**config.mk**
```make
export PLATFORM = sky130hd
export DESIGN_NAME = cdp_rdma_reg_group_ctrl
export DESIGN_NICKNAME = d
export VERILOG_FILES = /design/src/rtl/cdp_rdma_reg_pkg.sv /design/src/rtl/cdp_rdma_group_slot.sv /design/src/rtl/cdp_rdma_reg_group_ctrl.sv
export SDC_FILE = /design/constraint.sdc
export NUM_CORES = 1
export LEC_CHECK = 0
export BUFFER_PORTS_ARGS = -buffer_cell sky130_fd_sc_hd__buf_4
export CORE_MARGIN = 2
export CORE_UTILIZATION = 32
export DETAILED_ROUTE_END_ITERATION = 6
export PLACE_DENSITY_LB_ADDON = 0.25
export SYNTH_ARGS = -nofsm -noshare
export SYNTH_HDL_FRONTEND = slang
export SYNTH_SLANG_ARGS = --single-unit
```
**constraint.sdc**
```tcl
create_clock -name nvdla_core_clk -period 1.4 [get_ports nvdla_core_clk]
set_clock_uncertainty 0.1 [all_clocks]
set_input_delay 0.14 -clock nvdla_core_clk [delete_from_list [all_inputs] [get_ports nvdla_core_clk]]
set_output_delay 0.14 -clock nvdla_core_clk [all_outputs]
set_load 0.05 [all_outputs]
```
**src/rtl/cdp_rdma_reg_pkg.sv**
```systemverilog
// Shared types and constants for the CDP RDMA ping-pong register group scheduler.
package cdp_rdma_reg_pkg;

  localparam int unsigned OFFS_W = 12;
  localparam int unsigned DATA_W = 32;
  localparam int unsigned STAT_W = 2;

  localparam logic [OFFS_W-1:0] OP_EN_OFFSET = 12'h008;
  localparam logic [OFFS_W-1:0] DUAL_BASE    = 12'h008;
  localparam logic [OFFS_W-1:0] DUAL_TOP     = 12'h0fc;

  typedef enum logic [STAT_W-1:0] {
    GRP_IDLE    = 2'd0,
    GRP_RUNNING = 2'd1,
    GRP_PENDING = 2'd2
  } grp_status_e;

  typedef enum logic [1:0] {
    FSM_IDLE = 2'd0,
    FSM_LOAD = 2'd1,
    FSM_BUSY = 2'd2,
    FSM_DONE = 2'd3
  } ctrl_state_e;

  // Group status from its op_enable and whether the controller is running it.
  function automatic grp_status_e encode_status(input logic op_en, input logic running);
    if (!op_en)  return GRP_IDLE;
    if (running) return GRP_RUNNING;
    return GRP_PENDING;
  endfunction

endpackage

```
**src/rtl/cdp_rdma_group_slot.sv**
```systemverilog
// One register group: op_enable flop, lock check, write enable and status.
module cdp_rdma_group_slot
  import cdp_rdma_reg_pkg::*;
(
  input  logic              clk,
  input  logic              rst_n,
  input  logic              sel,
  input  logic              dual_hit,
  input  logic              op_en_wr,
  input  logic              clr,
  input  logic              run_nxt,
  output logic              op_en,
  output logic              reg_wren_c,
  output logic              locked_hit_c,
  output logic [STAT_W-1:0] status
);

  logic        op_en_q, op_en_d;
  grp_status_e status_q, status_d;

  // A set can only land on an unlocked group, so it never collides with a clear.
  always_comb begin
    reg_wren_c   = sel & dual_hit & ~op_en_q;
    locked_hit_c = sel & dual_hit & op_en_q;
    op_en_d      = op_en_q;
    if (reg_wren_c && op_en_wr) op_en_d = 1'b1;
    if (clr)                    op_en_d = 1'b0;
    status_d = encode_status(op_en_d, run_nxt);
  end

  always_ff @(posedge clk or negedge rst_n) begin
    if (!rst_n) begin
      op_en_q  <= 1'b0;
      status_q <= GRP_IDLE;
    end else begin
      op_en_q  <= op_en_d;
      status_q <= status_d;
    end
  end

  assign op_en  = op_en_q;
  assign status = status_q;

endmodule

```
**src/rtl/cdp_rdma_reg_group_ctrl.sv**
```systemverilog
// Ping-pong group scheduler: routes dual writes by producer, launches by consumer.
module cdp_rdma_reg_group_ctrl
  import cdp_rdma_reg_pkg::*;
(
  input  logic              nvdla_core_clk,
  input  logic              nvdla_core_rstn,
  input  logic [OFFS_W-1:0] reg_offset,
  input  logic [DATA_W-1:0] reg_wr_data,
  input  logic              reg_wr_en,
  input  logic              producer,
  input  logic              dp2reg_done,
  output logic              consumer,
  output logic [STAT_W-1:0] status_0,
  output logic [STAT_W-1:0] status_1,
  output logic              d0_reg_wren,
  output logic              d1_reg_wren,
  output logic              reg2dp_op_load,
  output logic              reg2dp_op_en,
  output logic              wr_locked_err
);

  ctrl_state_e state_q, state_d;
  logic        consumer_q, consumer_d;
  logic        op_load_q, op_load_d;
  logic        op_en_out_q, op_en_out_d;
  logic        err_q, err_d;

  logic dual_hit, op_en_wr, run_nxt;
  logic op_en0, op_en1, op_en_cons;
  logic lock0_c, lock1_c;
  logic unused_wr_data;

  assign dual_hit       = reg_wr_en && (reg_offset >= DUAL_BASE) && (reg_offset <= DUAL_TOP);
  assign op_en_wr       = (reg_offset == OP_EN_OFFSET) && reg_wr_data[0];
  assign unused_wr_data = ^reg_wr_data[DATA_W-1:1];
  assign op_en_cons     = consumer_q ? op_en1 : op_en0;

  always_comb begin
    state_d    = state_q;
    consumer_d = consumer_q;
    case (state_q)
      FSM_IDLE: if (op_en_cons) state_d = FSM_LOAD;
      FSM_LOAD: state_d = FSM_BUSY;
      FSM_BUSY: if (dp2reg_done) state_d = FSM_DONE;
      FSM_DONE: begin
        state_d    = FSM_IDLE;
        consumer_d = ~consumer_q;
      end
      default:  state_d = FSM_IDLE;
    endcase
    run_nxt     = (state_d == FSM_LOAD) || (state_d == FSM_BUSY);
    op_load_d   = (state_d == FSM_LOAD);
    op_en_out_d = run_nxt;
    err_d       = lock0_c | lock1_c;
  end

  always_ff @(posedge nvdla_core_clk or negedge nvdla_core_rstn) begin
    if (!nvdla_core_rstn) begin
      state_q     <= FSM_IDLE;
      consumer_q  <= 1'b0;
      op_load_q   <= 1'b0;
      op_en_out_q <= 1'b0;
      err_q       <= 1'b0;
    end else begin
      state_q     <= state_d;
      consumer_q  <= consumer_d;
      op_load_q   <= op_load_d;
      op_en_out_q <= op_en_out_d;
      err_q       <= err_d;
    end
  end

  cdp_rdma_group_slot u_slot0 (
    .clk          (nvdla_core_clk),
    .rst_n        (nvdla_core_rstn),
    .sel          (~producer),
    .dual_hit     (dual_hit),
    .op_en_wr     (op_en_wr),
    .clr          ((state_q == FSM_DONE) && !consumer_q),
    .run_nxt      (run_nxt && !consumer_d),
    .op_en        (op_en0),
    .reg_wren_c   (d0_reg_wren),
    .locked_hit_c (lock0_c),
    .status       (status_0)
  );

  cdp_rdma_group_slot u_slot1 (
    .clk          (nvdla_core_clk),
    .rst_n        (nvdla_core_rstn),
    .sel          (producer),
    .dual_hit     (dual_hit),
    .op_en_wr     (op_en_wr),
    .clr          ((state_q == FSM_DONE) && consumer_q),
    .run_nxt      (run_nxt && consumer_d),
    .op_en        (op_en1),
    .reg_wren_c   (d1_reg_wren),
    .locked_hit_c (lock1_c),
    .status       (status_1)
  );

  assign consumer       = consumer_q;
  assign reg2dp_op_load = op_load_q;
  assign reg2dp_op_en   = op_en_out_q;
  assign wr_locked_err  = err_q;

endmodule

```
* After elaboration in Yosys (flattened, before gate mapping)
Index checks and enable logic that the tools add are counted.
** Storage, ports and cells
- Register bits :: 12
- Bits in latches :: 0
- Bits in writable memories :: 0
- ROM bits :: 0
- Bits of input ports :: 49
- Output and inout bits :: 10
- Memories kept :: 0
** Cells by class
- Add/subtract/negate cells :: 0
- Multiply operators :: 0
- Div/mod/pow operators :: 0
- Magnitude comparators :: 2
- Eq/ne operators :: 6
- Shift operators :: 0
- Muxes and demuxes :: 21
- Bitwise gates (word level) :: 11
- Reductions and logical operators :: 13
** Operators by type and width (number)
- 2-bit two-way mux :: 10
- 12-bit by 4-bit == test with 1-bit output, second input constant :: 1
- 12-bit by 4-bit greater-or-equal comparator with 1-bit output, second input constant :: 1
- 12-bit by 8-bit less-or-equal comparator with 1-bit output, second input constant :: 1
- 1-bit two-way mux :: 10
- 1-bit logical AND :: 9
- 2-bit case mux with 4 select lines :: 1
- 1-bit bitwise AND :: 6
- 2-bit == test, second input constant :: 3
- 2-bit by 1-bit == test with 1-bit output, second input constant :: 2
- 1-bit inverter :: 4
- 1-bit logical NOT :: 2
- 2-bit logical NOT :: 1
- 1-bit logical OR :: 1
- 1-bit OR :: 1

* Depth between registers and ports, before layout
Gate-level depths: netlist of the first run.
- Word-level depth :: 12
- Gate-level depth with buffers :: 8
- Depth with buffers taken out :: 8

* By module
Synthesis of the first run repeated with hierarchy kept, for this count alone.
** Second synthesis, totals
- Cell total of the unflattened synthesis :: 56
- Area total of the unflattened synthesis :: 603.1 µm²
** Modules (own cells, without submodules)
- cdp_rdma_reg_group_ctrl :: times used 1, cells an instance 36, area each 355.3 µm², sequential area each 150.1 µm²
- cdp_rdma_group_slot :: times used 2, cells an instance 10, area each 123.9 µm², sequential area each 75.1 µm²

* Worst setup path before layout of the first run
No wires, ideal clock.
- Path kind :: input -> output
- From :: input reg_offset[11]
- To :: output d0_reg_wren
- Arrival :: 1900 ps
- Setup slack :: -740 ps
- Cell stages on the path :: 3
- Cell sequence :: nor4_2 > nand3b_1 > nor3_1
** Between the ends
- Cells in the longest elaborated chain, start to end :: 5
** RTL lines
- from (decl) :: line cdp_rdma_reg_group_ctrl.sv:7 : input logic [OFFS_W-1:0] reg_offset,
- 12-bit by 4-bit greater-or-equal comparator with 1-bit output :: line cdp_rdma_reg_group_ctrl.sv:33 : assign dual_hit = reg_wr_en && (reg_offset >= DUAL_BASE) && (reg_offset <= DUAL_TOP);
- 1-bit logical AND :: line cdp_rdma_reg_group_ctrl.sv:33
- 1-bit logical AND (*) :: line cdp_rdma_reg_group_ctrl.sv:33
- 1-bit bitwise AND (*) (2 in series) :: line cdp_rdma_group_slot.sv:23 : reg_wren_c = sel & dual_hit & ~op_en_q;
- to (decl) :: line cdp_rdma_reg_group_ctrl.sv:15 : output logic d0_reg_wren,
Mark *: on every way between the ends. The rest lies on a longest branch, timed or not.

* Final worst setup path of the first run
- From :: input reg_offset[7]
- To :: register u_slot1.status_q[0], in the netlist u_slot1.status[0]
** Between the ends
- Cells in the longest elaborated chain, start to end :: 9
** RTL lines
- 12-bit by 4-bit greater-or-equal comparator with 1-bit output :: line cdp_rdma_reg_group_ctrl.sv:33
- 1-bit logical AND (2 in series) :: line cdp_rdma_reg_group_ctrl.sv:33
- 1-bit bitwise AND (2 in series) :: line cdp_rdma_group_slot.sv:23
- 1-bit logical AND (*) :: line cdp_rdma_group_slot.sv:26 : if (reg_wren_c && op_en_wr) op_en_d = 1'b1;
- 1-bit two-way mux (*) :: line cdp_rdma_group_slot.sv:26
- 1-bit two-way mux (*) :: line cdp_rdma_group_slot.sv:27 : if (clr) op_en_d = 1'b0;
- 2-bit two-way mux (*) :: line cdp_rdma_reg_pkg.sv:28 : if (running) return GRP_RUNNING;
- named net u_slot1.status_d[0] :: line cdp_rdma_group_slot.sv:19 : grp_status_e status_q, status_d;
- to (signal assigned) :: line cdp_rdma_group_slot.sv:37 : status_q <= status_d;
- to (decl) :: line cdp_rdma_group_slot.sv:19
The timed path passes the listed nets; every way through them passes the cells marked *.

==> impl_results.md, run 1 <==
- Hold Crit Class: in2async
- Leakage: 0.5514 nW
- GRT Resource Usage Total: 0.1423
- Unrepaired setup endpoints after global routing: yes
- Layout cells sized above 1: 0.6436
- Tcrit/Tclk final: 1.119
- Post-Synth Adder-Cell Area: 0.1165
- Number of global-route vias before repair: 616
- Failing checks: negative setup slack
- CTS Buf Count: 3
- Average wire per standard cell: 11.64 µm
- Post-Synth Simple-Gate Area: 0.2155
- Die area: 0.002389 mm²
- Hold Vio Cnt, Final: 0
- Largest net degree at the start of global routing: 13
- Crit-path max FO: 3
- Status: complete, but fails checks
- CP Data Required Time: 1500 ps
- Yosys top cell by area: dfrtp_1
- Syn Area/Cell: 11.72 µm²
- Distinct cells, synth: 25
- XOR/XNOR Fraction of Synth Area: 0
- Post-Syn Area: 644.4 µm²
- Final std cells w/o fill: 128
- First-pass DRT Iterations: 2
- Yosys warns: 0
- Placed cells: 118
- Slew Limit Fails: 0
- Top-Level Pins: 59
- Die Y: 48.88 µm
- Core area: 0.001922 mm²
- Power per Cell Area: 1758 mW/mm²
- Min cycle time layout: 1566 ps
- Compound-Gate Fraction of Synth Area: 0.1456
- NumNets Final: 157
- Most frequent cells in the layout: buf_4, dfrtp_1, buf_6
- Clk root buf: clkbuf_4
- Clock slew at reported path FFs: 70 ps
- Worst-Margin Slew: 331.6 ps
- Multiplexer share of the synthesized area: 0.01553
- Post-synthesis cell count: 55
- Worst skew pair latency: 270 ps
- Crit end category: register
- Row count: 16
- Via Count: 592
- Largest family of logic cells by synthesized area: simple AND/OR/NAND/NOR gates
- N_diodes: 0
- WP data arrival: 1660 ps
- DP Wirelength: 1196 µm
- Chip width: 48.88 µm
- Max-cap viol count: 0
- Yosys top cell area share: 0.4660
- GPL Wtd Cong: 0.6307
- Startpoint Class: primary input
- Post-DRT Antenna Nets: 0
- Sequential-to-total area share from yosys stat: 0.4660
- Hold WS: 129.7 ps
- IO Port Bufs: 27
- H-tree depth: 1
- Critical path type: in2reg
- Initial antenna violation count: 0
- Total Wirelength: 1490 µm
- P&R area growth vs syn: 76.12%
- Yosys reg bits: 12
- CTS Buffer Depth: 2
- Synth area leaders: dfrtp_1, ha_1, nand4bb_4
- Most common cell after layout, fill and taps aside: buf_4
- Rel. slew slack: 0.7782
- Clock sink count: 12
- GRT overflow: 0
- Global-route wire length before repair: 2615 µm
- Synth Net Count: 110
- TritonCTS clock tree: yes
- Peak supply drop: 1687 µV
- Slack of the critical path: -166.5 ps
- # setup viols final: 9
- DR iter-0 viols: 4
- FMAX: 0.6384 GHz
- Initial Util: 0.3353
- Residual DRC: 0
- Vias per cell: 4.625
[stage by stage]
stage          setup TNS (ps)  total power, W  instance area [µm²]  setup slack, ps    util
3_5_place_dp            -2563        0.001467                983.4           -385.0  0.5117
5_1_grt                 -1330        0.002151                 1135           -239.8  0.5905
4_1_cts                 -1072        0.001817                 1082           -201.7  0.5632
6_report               -844.2        0.001996                 1135           -166.5  0.5905
2_1_floorplan           -1023        0.001128                679.4           -218.2       -
3_3_place_gp            -2242        0.001422                983.4           -342.7  0.5117
[registers in the layout, summed over array words and instances (netlist names)]
signal	cells
state_q	2
u_slot0.status	2
u_slot1.status	2
consumer	1
reg2dp_op_en	1
reg2dp_op_load	1
u_slot0.op_en	1
u_slot1.op_en	1
wr_locked_err	1
[worst max-delay path: stages]
cell       delay (ps)
buf_6              90
or4_4             550
nand4bb_4         240
o41a_1            460
nor3_2            190
[report_power, final]
group / internal, W / total [W] / switching, W
Clock: 0.000110 / 0.000215 / 0.000104
Combinational: 0.000531 / 0.00125 / 0.000715
Sequential: 0.000462 / 0.000535 / 0.0000728
[final cells by class]
cell class                 instances  area (µm²)
clock buffer                       4       26.28
fill                             181       787.0
inverter                           7       28.78
multi-input combinational         36       404.1
sequential                        12       301.5
tap                               27       33.78
timing repair buffer              42       340.3
[logic make-up after synthesis]
logic type	Yosys count
AOI/OAI and AO/OA	10
muxes	1
and+or+nand+nor	19
buffers and inverters	7
adders and majority gates	6
DFF	12
[final timing paths]
| path | start | to | slack (ps) | cells past startpoint |
|---|---|---|---|---|
| worst max-delay path | reg_offset[7] | u_slot1.status[0] | -170 | 5 |
| worst min-delay path | nvdla_core_rstn | consumer | 130 | 2 |
| worst max register to register | consumer | u_slot0.status[0] | -140 | 7 |
| min in group nvdla_core_clk | producer | u_slot0.op_en | 220 | 4 |
| max in group asynchronous | nvdla_core_rstn | consumer | 910 | 2 |
| worst min register to register | state_q[1] | state_q[1] | 550 | 2 |
[cells in the mapped netlist]
cell / count
o211ai_1: 1
nor4_2: 1
nor3_1: 2
inv_1: 7
o22ai_1: 1
o21ai_0: 1
nor2_1: 3
mux2i_1: 1
nand4bb_4: 1
and3_1: 1
nand2_1: 3
o41a_1: 1
a21boi_1: 1
nand4_1: 1
a32o_1: 1
ha_1: 6
nor4bb_1: 1
or4_4: 1
dfrtp_1: 12
nand2b_1: 2
o41ai_4: 1
o22a_1: 1
nand3b_1: 1
and2_1: 2
a21oi_1: 2
[metal layers]
metal | vias to the layer above | wire length (µm) | global-route usage
li1 | 287 | - | -
met1 | 285 | 608 | 0.1611
met2 | 16 | 784 | 0.2489
met3 | 4 | 70 | 0.03374
met4 | 0 | 26 | 0.07143
met5 | - | 0 | 0
[what timing repair did]
action / CTS / global route
endpoints found under the setup margin: 9 / 10
resized for setup: 11 / 9
pin swaps: 8 / 9
hold endpoints to repair: 12 / 0
setup buffers: 3 / 2
hold buffers: 1 / 0
Note: power is estimated with default switching activity, not from simulation.
==> inputs of run 2 (changes only) <==
--- a/config.mk
+++ b/config.mk
@@ -6,7 +6,7 @@
 export NUM_CORES = 1
 export LEC_CHECK = 0
 export BUFFER_PORTS_ARGS = -buffer_cell sky130_fd_sc_hd__buf_4
-export CORE_MARGIN = 2
+export CORE_MARGIN = 5
 export CORE_UTILIZATION = 32
 export DETAILED_ROUTE_END_ITERATION = 6
 export PLACE_DENSITY_LB_ADDON = 0.25
==> run 2 against run 1 <==
The flow still finishes with violations (negative setup slack). Sequential power down 3%. Critical path type is now reg2reg. First-iteration DRC count up 130%. Combinational power up 5%. Design area up 5.6%. Utilization up 2.7 points.
==> impl_results.md, run 2 (synthesis results as in run 1) <==
- Max-cap viol count: 0
- GRT Resource Usage Total: 0.1275
- Chip width: 54.88 µm
- WP data arrival: 1660 ps
- Top-Level Pins: 59
- Multi-input logic area: 415.4 µm²
- Via Count: 605
- FMAX: 0.6253 GHz
- Peak supply drop: 1119 µV
- Filler cell count: 158
- Layout cells sized above 1: 0.6792
- Die Y: 54.88 µm
- First-pass DRT Iterations: 4
- DR iter-0 viols: 9
- Post-DRT Antenna Nets: 0
- TritonCTS clock tree: yes
- Worst-Margin Slew: 279.5 ps
- Min cycle time layout: 1599 ps
- Worst skew pair latency: 260 ps
- Most frequent cells in the layout: buf_4, dfrtp_1, buf_6
- Leakage: 0.5881 nW
- Initial Util: 0.3318
- Clock slew at reported path FFs: 70 ps
- IO Port Bufs: 27
- Most common cell after layout, fill and taps aside: buf_4
- Vias per cell: 4.549
- Power per Cell Area: 1741 mW/mm²
- CTS Buffer Depth: 2
- Global-route wire length before repair: 2739 µm
- GPL Wtd Cong: 0.7582
- Crit-path max FO: 4
- Register cell area after layout: 301.5 µm²
- Number of global-route vias before repair: 674
- H-tree depth: 1
- Total Wirelength: 1667 µm
- Crit end category: register
- Slack of the critical path: -199.2 ps
- P&R area growth vs syn: 86.02%
- Unrepaired setup endpoints after global routing: yes
- CTS Buf Count: 3
- DP Wirelength: 1312 µm
- Slew Limit Fails: 0
- Critical path type: reg2reg
- CP Data Required Time: 1460 ps
- Hold Vio Cnt, Final: 0
- Residual DRC: 0
- Status: complete, but fails checks
- N_diodes: 0
- Failing checks: negative setup slack
- Core area: 0.001942 mm²
- Hold WS: 143.8 ps
- Clock sink count: 12
- Clk root buf: clkbuf_4
- Row count: 16
- GRT overflow: 0
- Startpoint Class: register
- Initial antenna violation count: 0
- Die area: 0.003011 mm²
- NumNets Final: 162
- # setup viols final: 8
- Average wire per standard cell: 12.53 µm
- Rel. slew slack: 0.8131
- Tcrit/Tclk final: 1.142
- Final setup TNS: -1031 ps
- Hold Crit Class: in2async
- Largest net degree at the start of global routing: 13
run 2: worst max-delay path: stages, from the launching register on:
cell and delay, ps:
dfrtp_1 390, inv_2 100, ha_4 160, nand2_2 60, o21ai_2 70, a21oi_2 90, ha_1 330, inv_2 70
and3_1 140
run 2: cell type report:
type | count | share of cell area
sequential | 12 | 0.2516
clock buffer | 4 | 0.03027
multi-input combinational | 36 | 0.3466
inverter | 7 | 0.02192
timing repair buffer | 47 | 0.3215
tap | 27 | 0.02818
run 2: worst paths after layout:
path	start	to	slack [ps]	depth (start not counted)
max in group asynchronous	nvdla_core_rstn	consumer	890	2
min	nvdla_core_rstn	u_slot1.status[0]	140	2
min reg2reg	state_q[1]	state_q[1]	560	2
max	state_q[0]	u_slot0.status[0]	-200	8
max reg2reg	state_q[0]	u_slot0.status[0]	-200	8
min in group nvdla_core_clk	reg_offset[2]	u_slot0.op_en	220	4
run 2: layer usage:
metal	track usage	share of wire	up-vias
met1	0.1417	0.42	292
met5	0	0	-
met4	0.05809	0	0
met2	0.2244	0.52	15
li1	-	-	298
met3	0.03270	0.058	0
run 2: power by group:
part | switching (W) | internal, W | leakage, nW
sequential | 0.0000581 | 0.000462 | 0.157
clock | 0.000100 | 0.000158 | 0.0210
combinational | 0.000733 | 0.000576 | 0.411
run 2: per-stage QoR:
step / utilization / worst slack (ps) / total power (W) / instances / area (µm²)
after floorplan: - / -218.2 / 0.001128 / 55 / 679.4
after global placement: 0.5142 / -338.3 / 0.001442 / 120 / 998.5
after detailed placement: 0.5142 / -394.6 / 0.001467 / 120 / 998.5
after CTS: 0.6057 / -180.8 / 0.002032 / 131 / 1176
after global routing: 0.6173 / -278.3 / 0.002237 / 133 / 1199
final: 0.6173 / -199.2 / 0.002087 / 133 / 1199
run 2: what timing repair did:
item,CTS,global route
setup endpoints to repair,9,10
gates resized for setup,22,2
pin swaps,7,6
buffers inserted,6,2
hold buffers,1,0
hold endpoints to repair,12,0
